## config.mk

```make
export PLATFORM = sky130hd
export DESIGN_NAME = cnn_job_sequencer
export DESIGN_NICKNAME = d
export VERILOG_FILES = /design/src/rtl/cnn_seq_pkg.sv /design/src/rtl/cnn_job_fifo.sv /design/src/rtl/cnn_job_sequencer.sv
export SDC_FILE = /design/constraint.sdc
export NUM_CORES = 1
export LEC_CHECK = 0
export BUFFER_PORTS_ARGS = -buffer_cell sky130_fd_sc_hd__buf_2
export CORE_ASPECT_RATIO = 0.5
export CORE_MARGIN = 10
export CORE_UTILIZATION = 62
export DETAILED_ROUTE_END_ITERATION = 8
export PLACE_DENSITY = 0.92
export SLEW_MARGIN = 20
export SYNTH_ARGS = -nofsm -noshare
export SYNTH_HDL_FRONTEND = slang
export SYNTH_SLANG_ARGS = --single-unit
```

## constraint.sdc

```tcl
create_clock -name clk -period 6.8 [get_ports clk]
set_input_delay 0 -clock clk [delete_from_list [all_inputs] [get_ports clk]]
set_output_delay 0 -clock clk [all_outputs]
set_load 0.01 [all_outputs]
```

## src/rtl/cnn_seq_pkg.sv

```systemverilog
// Shared definitions for the CNN job sequencer: FSM encoding, default sizes,
// and the packed descriptor width.
package cnn_seq_pkg;

  localparam int W_DEF       = 7;
  localparam int DEPTH_DEF   = 4;
  localparam int TIMEOUT_DEF = 4095;
  localparam int TAGW_DEF    = 8;
  localparam int DESC_W_DEF  = 3 * W_DEF;

  typedef enum logic [1:0] {
    S_IDLE   = 2'd0,
    S_LAUNCH = 2'd1,
    S_RUN    = 2'd2,
    S_REPORT = 2'd3
  } seq_state_e;

  function automatic int desc_w(input int w);
    return 3 * w;
  endfunction

endpackage

```

## src/rtl/cnn_job_fifo.sv

```systemverilog
// Descriptor queue: DEPTH x DW, registered occupancy, head visible combinationally.
// Push is refused when full and pop is refused when empty.
module cnn_job_fifo #(
  parameter int DW    = 21,
  parameter int DEPTH = 4
)(
  input  logic                     clk,
  input  logic                     rst_n,
  input  logic                     i_push,
  input  logic [DW-1:0]            i_data,
  input  logic                     i_pop,
  output logic [DW-1:0]            o_data,
  output logic                     o_full,
  output logic                     o_empty,
  output logic [$clog2(DEPTH):0]   o_level
);

  localparam int PW = $clog2(DEPTH);
  localparam int LW = PW + 1;

  logic [DW-1:0] r_mem [DEPTH];
  logic [PW-1:0] r_wr_ptr, r_rd_ptr;
  logic [LW-1:0] r_level;
  logic          w_wr, w_rd;

  assign o_full  = (r_level == LW'(DEPTH));
  assign o_empty = (r_level == '0);
  assign o_level = r_level;
  assign o_data  = r_mem[r_rd_ptr];

  // Full is taken from the registered level, so a same-cycle pop never frees a slot.
  assign w_wr = i_push & ~o_full;
  assign w_rd = i_pop  & ~o_empty;

  always_ff @(posedge clk) begin
    if (w_wr) r_mem[r_wr_ptr] <= i_data;
  end

  always_ff @(posedge clk or negedge rst_n) begin
    if (!rst_n) begin
      r_wr_ptr <= '0;
      r_rd_ptr <= '0;
      r_level  <= '0;
    end else begin
      if (w_wr) r_wr_ptr <= r_wr_ptr + 1'b1;
      if (w_rd) r_rd_ptr <= r_rd_ptr + 1'b1;
      case ({w_wr, w_rd})
        2'b10:   r_level <= r_level + 1'b1;
        2'b01:   r_level <= r_level - 1'b1;
        default: r_level <= r_level;
      endcase
    end
  end

endmodule

```

## src/rtl/cnn_job_sequencer.sv

```systemverilog
// Queues X/Y/Z job descriptors and launches them one at a time into the CNN
// main-process stage, waiting for a done edge (or timeout) and reporting with a tag.
module cnn_job_sequencer
  import cnn_seq_pkg::*;
#(
  parameter int W       = W_DEF,
  parameter int DEPTH   = DEPTH_DEF,
  parameter int TIMEOUT = TIMEOUT_DEF,
  parameter int TAGW    = TAGW_DEF
)(
  input  logic                   clk,
  input  logic                   rst,
  input  logic                   inValid,
  output logic                   inReady,
  input  logic [W-1:0]           inX,
  input  logic [W-1:0]           inY,
  input  logic [W-1:0]           inZ,
  output logic                   start,
  output logic [W-1:0]           X,
  output logic [W-1:0]           Y,
  output logic [W-1:0]           Z,
  input  logic                   doneIn,
  output logic                   jobDone,
  output logic [TAGW-1:0]        jobTag,
  output logic                   jobErr,
  output logic                   errSticky,
  input  logic                   errClr,
  output logic                   busy,
  output logic [$clog2(DEPTH):0] level
);

  localparam int DW = desc_w(W);
  localparam int CW = $clog2(TIMEOUT + 1);

  seq_state_e    r_state, w_nxt;
  logic [W-1:0]  r_x, r_y, r_z;
  logic [TAGW-1:0] r_tag_cnt, r_tag;
  logic [CW-1:0] r_tcnt;
  logic          r_err, r_sticky, r_done_q;
  logic [DW-1:0] w_head;
  logic          w_full, w_empty, w_pop, w_edge, w_timeout;

  cnn_job_fifo #(.DW(DW), .DEPTH(DEPTH)) u_fifo (
    .clk     (clk),
    .rst_n   (rst),
    .i_push  (inValid),
    .i_data  ({inX, inY, inZ}),
    .i_pop   (w_pop),
    .o_data  (w_head),
    .o_full  (w_full),
    .o_empty (w_empty),
    .o_level (level)
  );

  // Only a fresh rising edge completes a job; a held-high done is ignored.
  assign w_edge = doneIn & ~r_done_q;
  assign w_pop  = (r_state == S_IDLE) & ~w_empty;

  always_comb begin
    w_nxt     = r_state;
    w_timeout = 1'b0;
    case (r_state)
      S_IDLE:   if (!w_empty) w_nxt = S_LAUNCH;
      S_LAUNCH: w_nxt = S_RUN;
      S_RUN: begin
        if (w_edge) begin
          w_nxt = S_REPORT;
        end else if (r_tcnt == CW'(TIMEOUT)) begin
          w_nxt     = S_REPORT;
          w_timeout = 1'b1;
        end
      end
      S_REPORT: w_nxt = S_IDLE;
      default:  w_nxt = S_IDLE;
    endcase
  end

  always_ff @(posedge clk or negedge rst) begin
    if (!rst) begin
      r_state   <= S_IDLE;
      r_x       <= '0;
      r_y       <= '0;
      r_z       <= '0;
      r_tag_cnt <= '0;
      r_tag     <= '0;
      r_tcnt    <= '0;
      r_err     <= 1'b0;
      r_sticky  <= 1'b0;
      r_done_q  <= 1'b0;
    end else begin
      r_state  <= w_nxt;
      r_done_q <= doneIn;
      if (w_pop) begin
        {r_x, r_y, r_z} <= w_head;
        r_tag           <= r_tag_cnt;
        r_tag_cnt       <= r_tag_cnt + 1'b1;
      end
      if (r_state == S_LAUNCH) r_tcnt <= '0;
      else if (r_state == S_RUN && !w_edge && !w_timeout) r_tcnt <= r_tcnt + 1'b1;
      if (r_state == S_RUN && w_nxt == S_REPORT) r_err <= w_timeout;
      if (w_timeout)   r_sticky <= 1'b1;
      else if (errClr) r_sticky <= 1'b0;
    end
  end

  assign inReady   = ~w_full;
  assign start     = (r_state == S_LAUNCH);
  assign jobDone   = (r_state == S_REPORT);
  assign jobErr    = (r_state == S_REPORT) & r_err;
  assign jobTag    = r_tag;
  assign errSticky = r_sticky;
  assign busy      = (r_state != S_IDLE) | ~w_empty;
  assign X         = r_x;
  assign Y         = r_y;
  assign Z         = r_z;

endmodule
```

==> impl_metrics.csv, run 1 <==
group,metric,value,unit
outcome,status,"finished, final reports clean",
power,p_clk_frac,0.292,
global_route,grt_first_pass_wirelength,22.6,mm
place,io_buffers,63,
power,pwr-share-seq,0.416,
timing,timing.hold.ws,0.0938,ns
timing,finalSetupViolCount,0,
setup_path,r2r-start,"r_state[0]",
hold_path,min_to,"u_fifo.r_wr_ptr[0]",
clock_network,numCtsBuffers,17,
place,placed_cell_area,6260,µm²
route,firstDrtPassIters,5,
die,die_height,88.5,µm
synthesis,synth_common_cells,"102 x nand2_1, 84 x edfxtp_1, 61 x dfrtp_1, 21 x mux4_2",
synthesis,synth_cells,402,
power,switching_share,0.359,
die,coreArea,8920,µm²
hold_path,hp-start,"inValid",
timing,period_minus_slack,3.07,ns
synthesis,yosys-top-cells-area,"edfxtp_1 43%, dfrtp_1 26%, mux4_2 8.1%, nand2_1 6.6%, ha_1 2.6%",
final_layout,layout-drive-gt1-share,0.258,
clock_network,cts_resized,0,
synthesis,synth_nets,441,
die,die_width,157,µm
die,start_util,0.652,
job,cap_violations,0,
clock_network,insertion_delay,0.43,ns
synthesis,yosys_most_used_dff,"edfxtp_1",
power,p_total,3.30,mW
global_route,grt_use_total,0.219,
clock_network,cts.sinks,145,
setup_path,crit_arrival,3.37,ns
synthesis,syn_area,5810,µm²
power,comb_power_share,0.292,
place,post-place-ws,3.91,ns
synthesis,synth_seq_cells,145,
global_route,grt_max_degree,62,
setup_path,critPathKind,"reg -> reg",
route,drt-initial-drc-count,460,
synthesis,synth-async-reset-ratio,0.421,
timing,finalSetupTns,0,ns
power,ir_drop,0.000384,V
synthesis,syn_area_per_cell,14.5,µm²
final_layout,area_growth_syn_to_layout,22.5,%
synthesis,synth_top_area_frac,0.434,
die,rows,24,
setup_path,max_stage_delay,0.51,ns
clock_network,cts_tree,"built",
setup_path,r2r_end,"u_fifo.o_level[2]",
final_layout,layout.nets,538,
timing,slew_viol_final,0,
place,finalWeightedCongestion,0.780,
power,p_switching,1.18,mW
timing,tightest_slew,1.07,ns
synthesis,synth_area_leader_cell,"edfxtp_1",
clock_network,cts-root-buf,"clkbuf_16",
setup_path,start_kind,"flip-flop",
power,p_int,2.12,mW
timing,rsz0062_at_grt,"no",
power,leakagePower,2.99,nW
route,wire_per_inst,22.9,µm
synthesis,synth_cell_types,44,
synthesis,seq_area_frac_synth,0.697,
synthesis,synth-warning-count,0,
setup_path,crit_path_max_fanout,35,
setup_path,r2r_slack,3.73,ns
global_route,grt_overflow,0,
place,dpl.hpwl,7.57,mm
global_route,grt_pass1_vias,3964,
setup_path,crit_chain,"inv_1 > ha_1 > o31ai_4 > buf_4 > inv_2 > ha_1 > inv_1 > fa_1 > xor2_1 > nor2_1 > xor2_1",
route,drc_errors,0,
final_layout,postLayoutCellArea,7120,µm²
clock_network,clk_path_buf_depth,2,
clock_network,cts_max_level,4,
hold_path,worst_hold_path_type,"in -> reg",
timing,fin_crit_sh,0.451,
die,die_area,13900,µm²
route,antenna_left,0,
route,vias,3842,
die,io_pins,64,
setup_path,rr_worst_depth,11,
timing,final.setup_skew,0.0114,ns
route,routed_wl,14.4,mm
clock_network,path_clk_slew,0.06,ns
setup_path,endpoint_kind,"flip-flop",
hold_path,min_path_cells,3,
timing,slew-limit-headroom,0.289,
synthesis,synth_edf_count,84,
power,powerDensity,463,nW/µm²
setup_path,crit_required,7.10,ns
global_route,grt_antenna_before_repair,1,
setup_path,cp_slowest_cell,"inv_2",
route,viasPerCell,6.10,
timing,hold_viol,0,
timing,fin_ws,3.73,ns
timing,fmax,326,MHz
synthesis,yosysMostFrequentCell,"nand2_1",
==> worst max-delay path by stage <==
stage          depth (start not counted)  slack, ns  startpoint                 to
2_1_floorplan                         11       4.40  r_state[0]  u_fifo.o_level[2]
3_3_place_gp                          11       4.02  r_state[0]  u_fifo.o_level[2]
3_5_place_dp                          11       3.91  r_state[0]  u_fifo.o_level[2]
4_1_cts                               11       3.82  r_state[0]  u_fifo.o_level[2]
5_1_grt                               11       3.58  r_state[0]  u_fifo.o_level[2]
6_report                              11       3.73  r_state[0]  u_fifo.o_level[2]
==> layer usage <==
| layer | global-route usage | vias to the layer above | part of all wire |
|---|---|---|---|
| li1 | - | 1649 | - |
| met3 | 0.0596 | 42 | 0.072 |
| met5 | 0 | - | 0 |
| met1 | 0.260 | 1918 | 0.39 |
| met4 | 0.111 | 0 | 0.034 |
| met2 | 0.369 | 233 | 0.51 |
==> per-stage QoR <==
step                std cells   util
finish                    630  0.798
detailed placement        572  0.702
CTS                       628  0.796
global route              630  0.798
floorplan                 402      -
global placement          572  0.702
==> worst max-delay path, delay by kind of cell (launching register included) <==
kind	cells	cell delay [ns]
buffers and inverters	4	1.02
adder cells (fa/ha/maj)	3	0.96
AO/OA/AOI/OAI	1	0.09
flip-flops	1	0.42
XOR/XNOR	2	0.36
AND/OR/NAND/NOR	1	0.08
==> cells in the final DEF (no fill, tap or decap), types with 4 or more instances in the layout <==
cell type      netlist  final
buf_2                3     63
inv_1               12     12
dlygate4sd3_1        0     24
buf_4                0      4
nor3_1               4      4
edfxtp_1            84     84
xnor2_1             10     10
clkbuf_16            0     17
o21ai_0              6      6
and3_1               7      4
and3_2               1      4
dfrtp_1             61     61
nand2_1            102    102
nor2_1               6      6
nand3_1             10     10
ha_1                12     12
mux4_2              21     21
inv_8                0      4
a21oi_1              7      7
==> cells by family (layout without fill, tap and decap cells) <==
group                    Yosys count  count (layout)  share of synthesized area
adder cells (fa/ha/maj)           13              13                     0.0293
other                              0               1                          0
AO/OA/AOI/OAI                     26              26                     0.0297
multiplexers                      24              24                     0.0870
XOR/XNOR                          13              13                     0.0196
buffers and inverters             27             137                     0.0181
flip-flops                       145             145                      0.697
AND/OR/NAND/NOR                  154             154                      0.120
==> state kept, by name, indices dropped and copies added (netlist names) <==
name and cells:
Z 7, u_fifo.o_level 3, errSticky 1, u_fifo.r_rd_ptr 2
r_tag_cnt 8, r_state 2, X 7, r_err 1
jobTag 8, u_fifo.r_mem 84, r_tcnt 12, u_fifo.r_wr_ptr 2
Y 7, r_done_q 1
==> cell type report <==
type	instances	area, µm²
diodes	1	2.50
clock buffers	18	429
clock inverters	14	170
fillers	426	1800
inverters	13	48.8
multi-input cells	230	1670
flip-flops and latches	145	4050
well taps	117	146
repair buffers	92	601
==> power by group through the flow <==
stage,sequential (mW),combinational (mW),clock (mW)
after CTS,1.36,0.931,0.955
after detailed placement,1.36,0.880,0
after floorplan,1.32,0.589,0
after global routing,1.39,1.04,1.00
final,1.37,0.962,0.963
after global placement,1.34,0.824,0
==> timing repair <==
item | 4_1_cts | 5_1_grt
hold buffers | 24 | 0
hold endpoints to repair | 147 | 0
setup endpoints to repair | 0 | 0
buffers inserted | 0 | 0
Power figures use the tool's default switching activity.
==> inputs of run 2 (changes only) <==
--- a/config.mk
+++ b/config.mk
@@ -5,12 +5,13 @@
 export SDC_FILE = /design/constraint.sdc
 export NUM_CORES = 1
 export LEC_CHECK = 0
+export ABC_AREA = 1
 export BUFFER_PORTS_ARGS = -buffer_cell sky130_fd_sc_hd__buf_2
 export CORE_ASPECT_RATIO = 0.5
 export CORE_MARGIN = 10
-export CORE_UTILIZATION = 62
+export CORE_UTILIZATION = 58
 export DETAILED_ROUTE_END_ITERATION = 8
-export PLACE_DENSITY = 0.92
+export PLACE_DENSITY = 0.87
 export SLEW_MARGIN = 20
 export SYNTH_ARGS = -nofsm -noshare
 export SYNTH_HDL_FRONTEND = slang
==> constraint.sdc (replaced) <==
create_clock -name clk -period 3 [get_ports clk]
set_input_delay 0 -clock clk [delete_from_list [all_inputs] [get_ports clk]]
set_output_delay 0 -clock clk [all_outputs]
set_load 0.01 [all_outputs]
==> impl_metrics.csv, run 2 <==
group,metric,value,unit
outcome,status,"finished, final reports clean",
synthesis,synth_area_leader_cell,"edfxtp_1",
timing,rsz0062_at_grt,"no",
route,routed_wl,13.7,mm
synthesis,synth-async-reset-ratio,0.421,
power,ir_drop,0.000453,V
final_layout,largest_register_ffs,84,
synthesis,synth_edf_count,84,
clock_network,clk_path_buf_depth,2,
hold_path,min_path_cells,3,
final_layout,final_cells,791,
place,io_buffers,63,
clock_network,post_cts_buffers,0,
synthesis,synth-warning-count,0,
setup_path,r2r-start,"r_state[0]",
clock_network,cts.sinks,145,
synthesis,syn_area_per_cell,11.1,µm²
global_route,grt_antenna_before_repair,0,
timing,slew_viol_final,0,
clock_network,path_clk_slew,0.06,ns
timing,final.setup_skew,0.0101,ns
setup_path,endpoint_kind,"flip-flop",
synthesis,yosys-top-cells-area,"edfxtp_1 42%, dfrtp_1 25%, nor2_1 8.1%, o21ai_0 4.7%, nand2_1 3.7%",
setup_path,crit_arrival,2.49,ns
final_layout,multi_input_area,1700,µm²
setup_path,path_delay_family,"adder cells",
global_route,grt_first_pass_wirelength,21.8,mm
final_layout,seqCellArea,4050,µm²
synthesis,synth_cells,543,
clock_network,insertion_delay,0.42,ns
final_layout,mostFrequentLayoutCells,"125 x nor2_1, 84 x edfxtp_1, 63 x buf_2",
setup_path,crit_required,3.33,ns
setup_path,max_stage_delay,0.42,ns
route,viasPerCell,5.46,
synthesis,synth_top_area_frac,0.420,
final_layout,biggestRegsByFlops,"u_fifo.r_mem (84), r_tcnt (12)",
setup_path,cp.depth,12,
place,post-place-ws,0.873,ns
job,cap_violations,0,
timing,slew-limit-headroom,0.389,
final_layout,postLayoutCellArea,7280,µm²
final_layout,area_growth_syn_to_layout,21.2,%
final_layout,n_fill_cell,622,
route,wire_per_inst,17.4,µm
place,dpl.hpwl,7.79,mm
timing,fin_crit_sh,0.719,
setup_path,start_kind,"flip-flop",
clock_network,numCtsBuffers,17,
timing,period_minus_slack,2.16,ns
setup_path,rr_worst_depth,12,
die,die_area,15100,µm²
hold_path,hp-start,"inValid",
route,antenna_left,0,
timing,finalSetupTns,0,ns
synthesis,yosys_most_used_dff,"edfxtp_1",
synthesis,syn_area,6010,µm²
hold_path,worst_hold_path_type,"in -> reg",
global_route,grt_use_total,0.185,
synthesis,synth_cell_types,28,
synthesis,synth_seq_cells,145,
die,die_width,164,µm
place,finalWeightedCongestion,0.881,
final_layout,num_antenna_cells,0,
place,placed_cell_area,6470,µm²
synthesis,synth_nets,582,
clock_network,cts-root-buf,"clkbuf_16",
die,start_util,0.592,
clock_network,cts_max_level,4,
power,leakagePower,2.99,nW
clock_network,cts_tree,"built",
power,powerDensity,1020,nW/µm²
timing,fin_ws,0.842,ns
route,firstDrtPassIters,5,
route,drt-initial-drc-count,480,
route,drc_errors,0,
final_layout,utilization,0.717,
setup_path,crit_path_max_fanout,21,
global_route,grt_overflow,0,
synthesis,yosysMostFrequentCell,"nor2_1",
place,dp_cells,735,
global_route,grt_pass1_vias,4324,
final_layout,layout-drive-gt1-share,0.187,
synthesis,synth_common_cells,"129 x nor2_1, 84 x edfxtp_1, 61 x dfrtp_1, 60 x nand2_1, 56 x o21ai_0",
timing,finalSetupViolCount,0,
setup_path,path_buf_inv,4,
global_route,grt_max_degree,49,
final_layout,layout.nets,677,
die,die_height,92.0,µm
synthesis,seq_area_frac_synth,0.674,
timing,hold_viol,0,
timing,tightest_slew,0.916,ns
die,rows,26,
final_layout,top_register,"u_fifo.r_mem",
setup_path,critPathKind,"reg -> reg",
die,coreArea,10100,µm²
final_layout,final_common_cell,"nor2_1",
setup_path,cp_slowest_cell,"dfrtp_1",
setup_path,crit_chain,"inv_1 > ha_1 > nand2_1 > buf_4 > inv_2 > ha_1 > inv_1 > fa_1 > nor2_1 > nor2_1 > nand2_1 > xor2_1",
setup_path,crit_start,"r_state[0]",
die,io_pins,64,
route,vias,4317,
timing,fmax,463,MHz
run 2: changes by cell type in the layout (fill, tap and decap cells not counted), moves of 5 or more:
cell	previous run	this run
nand4_1	3	8
o21ai_0	6	56
buf_4	4	10
inv_1	12	36
xnor2_1	10	1
xor2_1	3	12
mux4_2	21	0
a31oi_1	0	21
nand2_1	102	60
nor2_1	6	125
run 2: cell type report:
cell class | count | area share
flip-flops and latches | 145 | 0.556
multi-input cells | 336 | 0.234
repair buffers | 97 | 0.0866
clock inverters | 12 | 0.0184
clock buffers | 20 | 0.0600
well taps | 140 | 0.0241
inverters | 41 | 0.0211
run 2: final timing paths:
check	slack, ns	to
min in group asynchronous	0.24	r_err
hold reg to reg	0.47	r_err
hold / removal	0.13	u_fifo.r_wr_ptr[1]
max in group asynchronous	1.99	X[6]
setup / recovery	0.84	u_fifo.o_level[2]
setup reg to reg	0.84	u_fifo.o_level[2]
run 2: per-layer routing:
layer,vias to the layer above,part of all wire,track usage
li1,2013,-,-
met1,2072,0.38,0.205
met2,205,0.53,0.333
met3,27,0.075,0.0522
met4,0,0.016,0.0725
met5,-,0,0
run 2: logic make-up after synthesis:
logic type | synth area share
AO/OA/AOI/OAI | 0.0756
XOR/XNOR | 0.0190
adder cells (fa/ha/maj) | 0.0283
buffers and inverters | 0.0448
flip-flops | 0.674
AND/OR/NAND/NOR | 0.158
run 2: metrics by stage:
step	total power, mW	hold slack, ns
after floorplan	4.53	-0.296
after global placement	5.12	0.124
after detailed placement	5.26	0.128
after CTS	7.37	0.115
after global routing	7.80	0.172
final	7.39	0.129
run 2: timing repair:
| item | in CTS | in global routing |
|---|---|---|
| resized for setup | 0 | 0 |
| hold buffers | 24 | 0 |
| hold endpoints to repair | 123 | 0 |
run 2: worst reg2reg max path, stage by stage (launching register included):
cell and delay [ns]:
dfrtp_1 0.42, inv_1 0.12, ha_1 0.18, nand2_1 0.06
buf_4 0.20, inv_2 0.08, ha_1 0.14, inv_1 0.08
fa_1 0.40, nor2_1 0.12, nor2_1 0.04, nand2_1 0.07
xor2_1 0.15
run 2: where the power goes:
group / switching (mW) / internal [mW] / leakage (nW)
clock: 0.833 / 1.23 / 0.276
combinational: 1.60 / 0.782 / 1.19
sequential: 0.277 / 2.67 / 1.52
total: 2.71 / 4.68 / 2.99
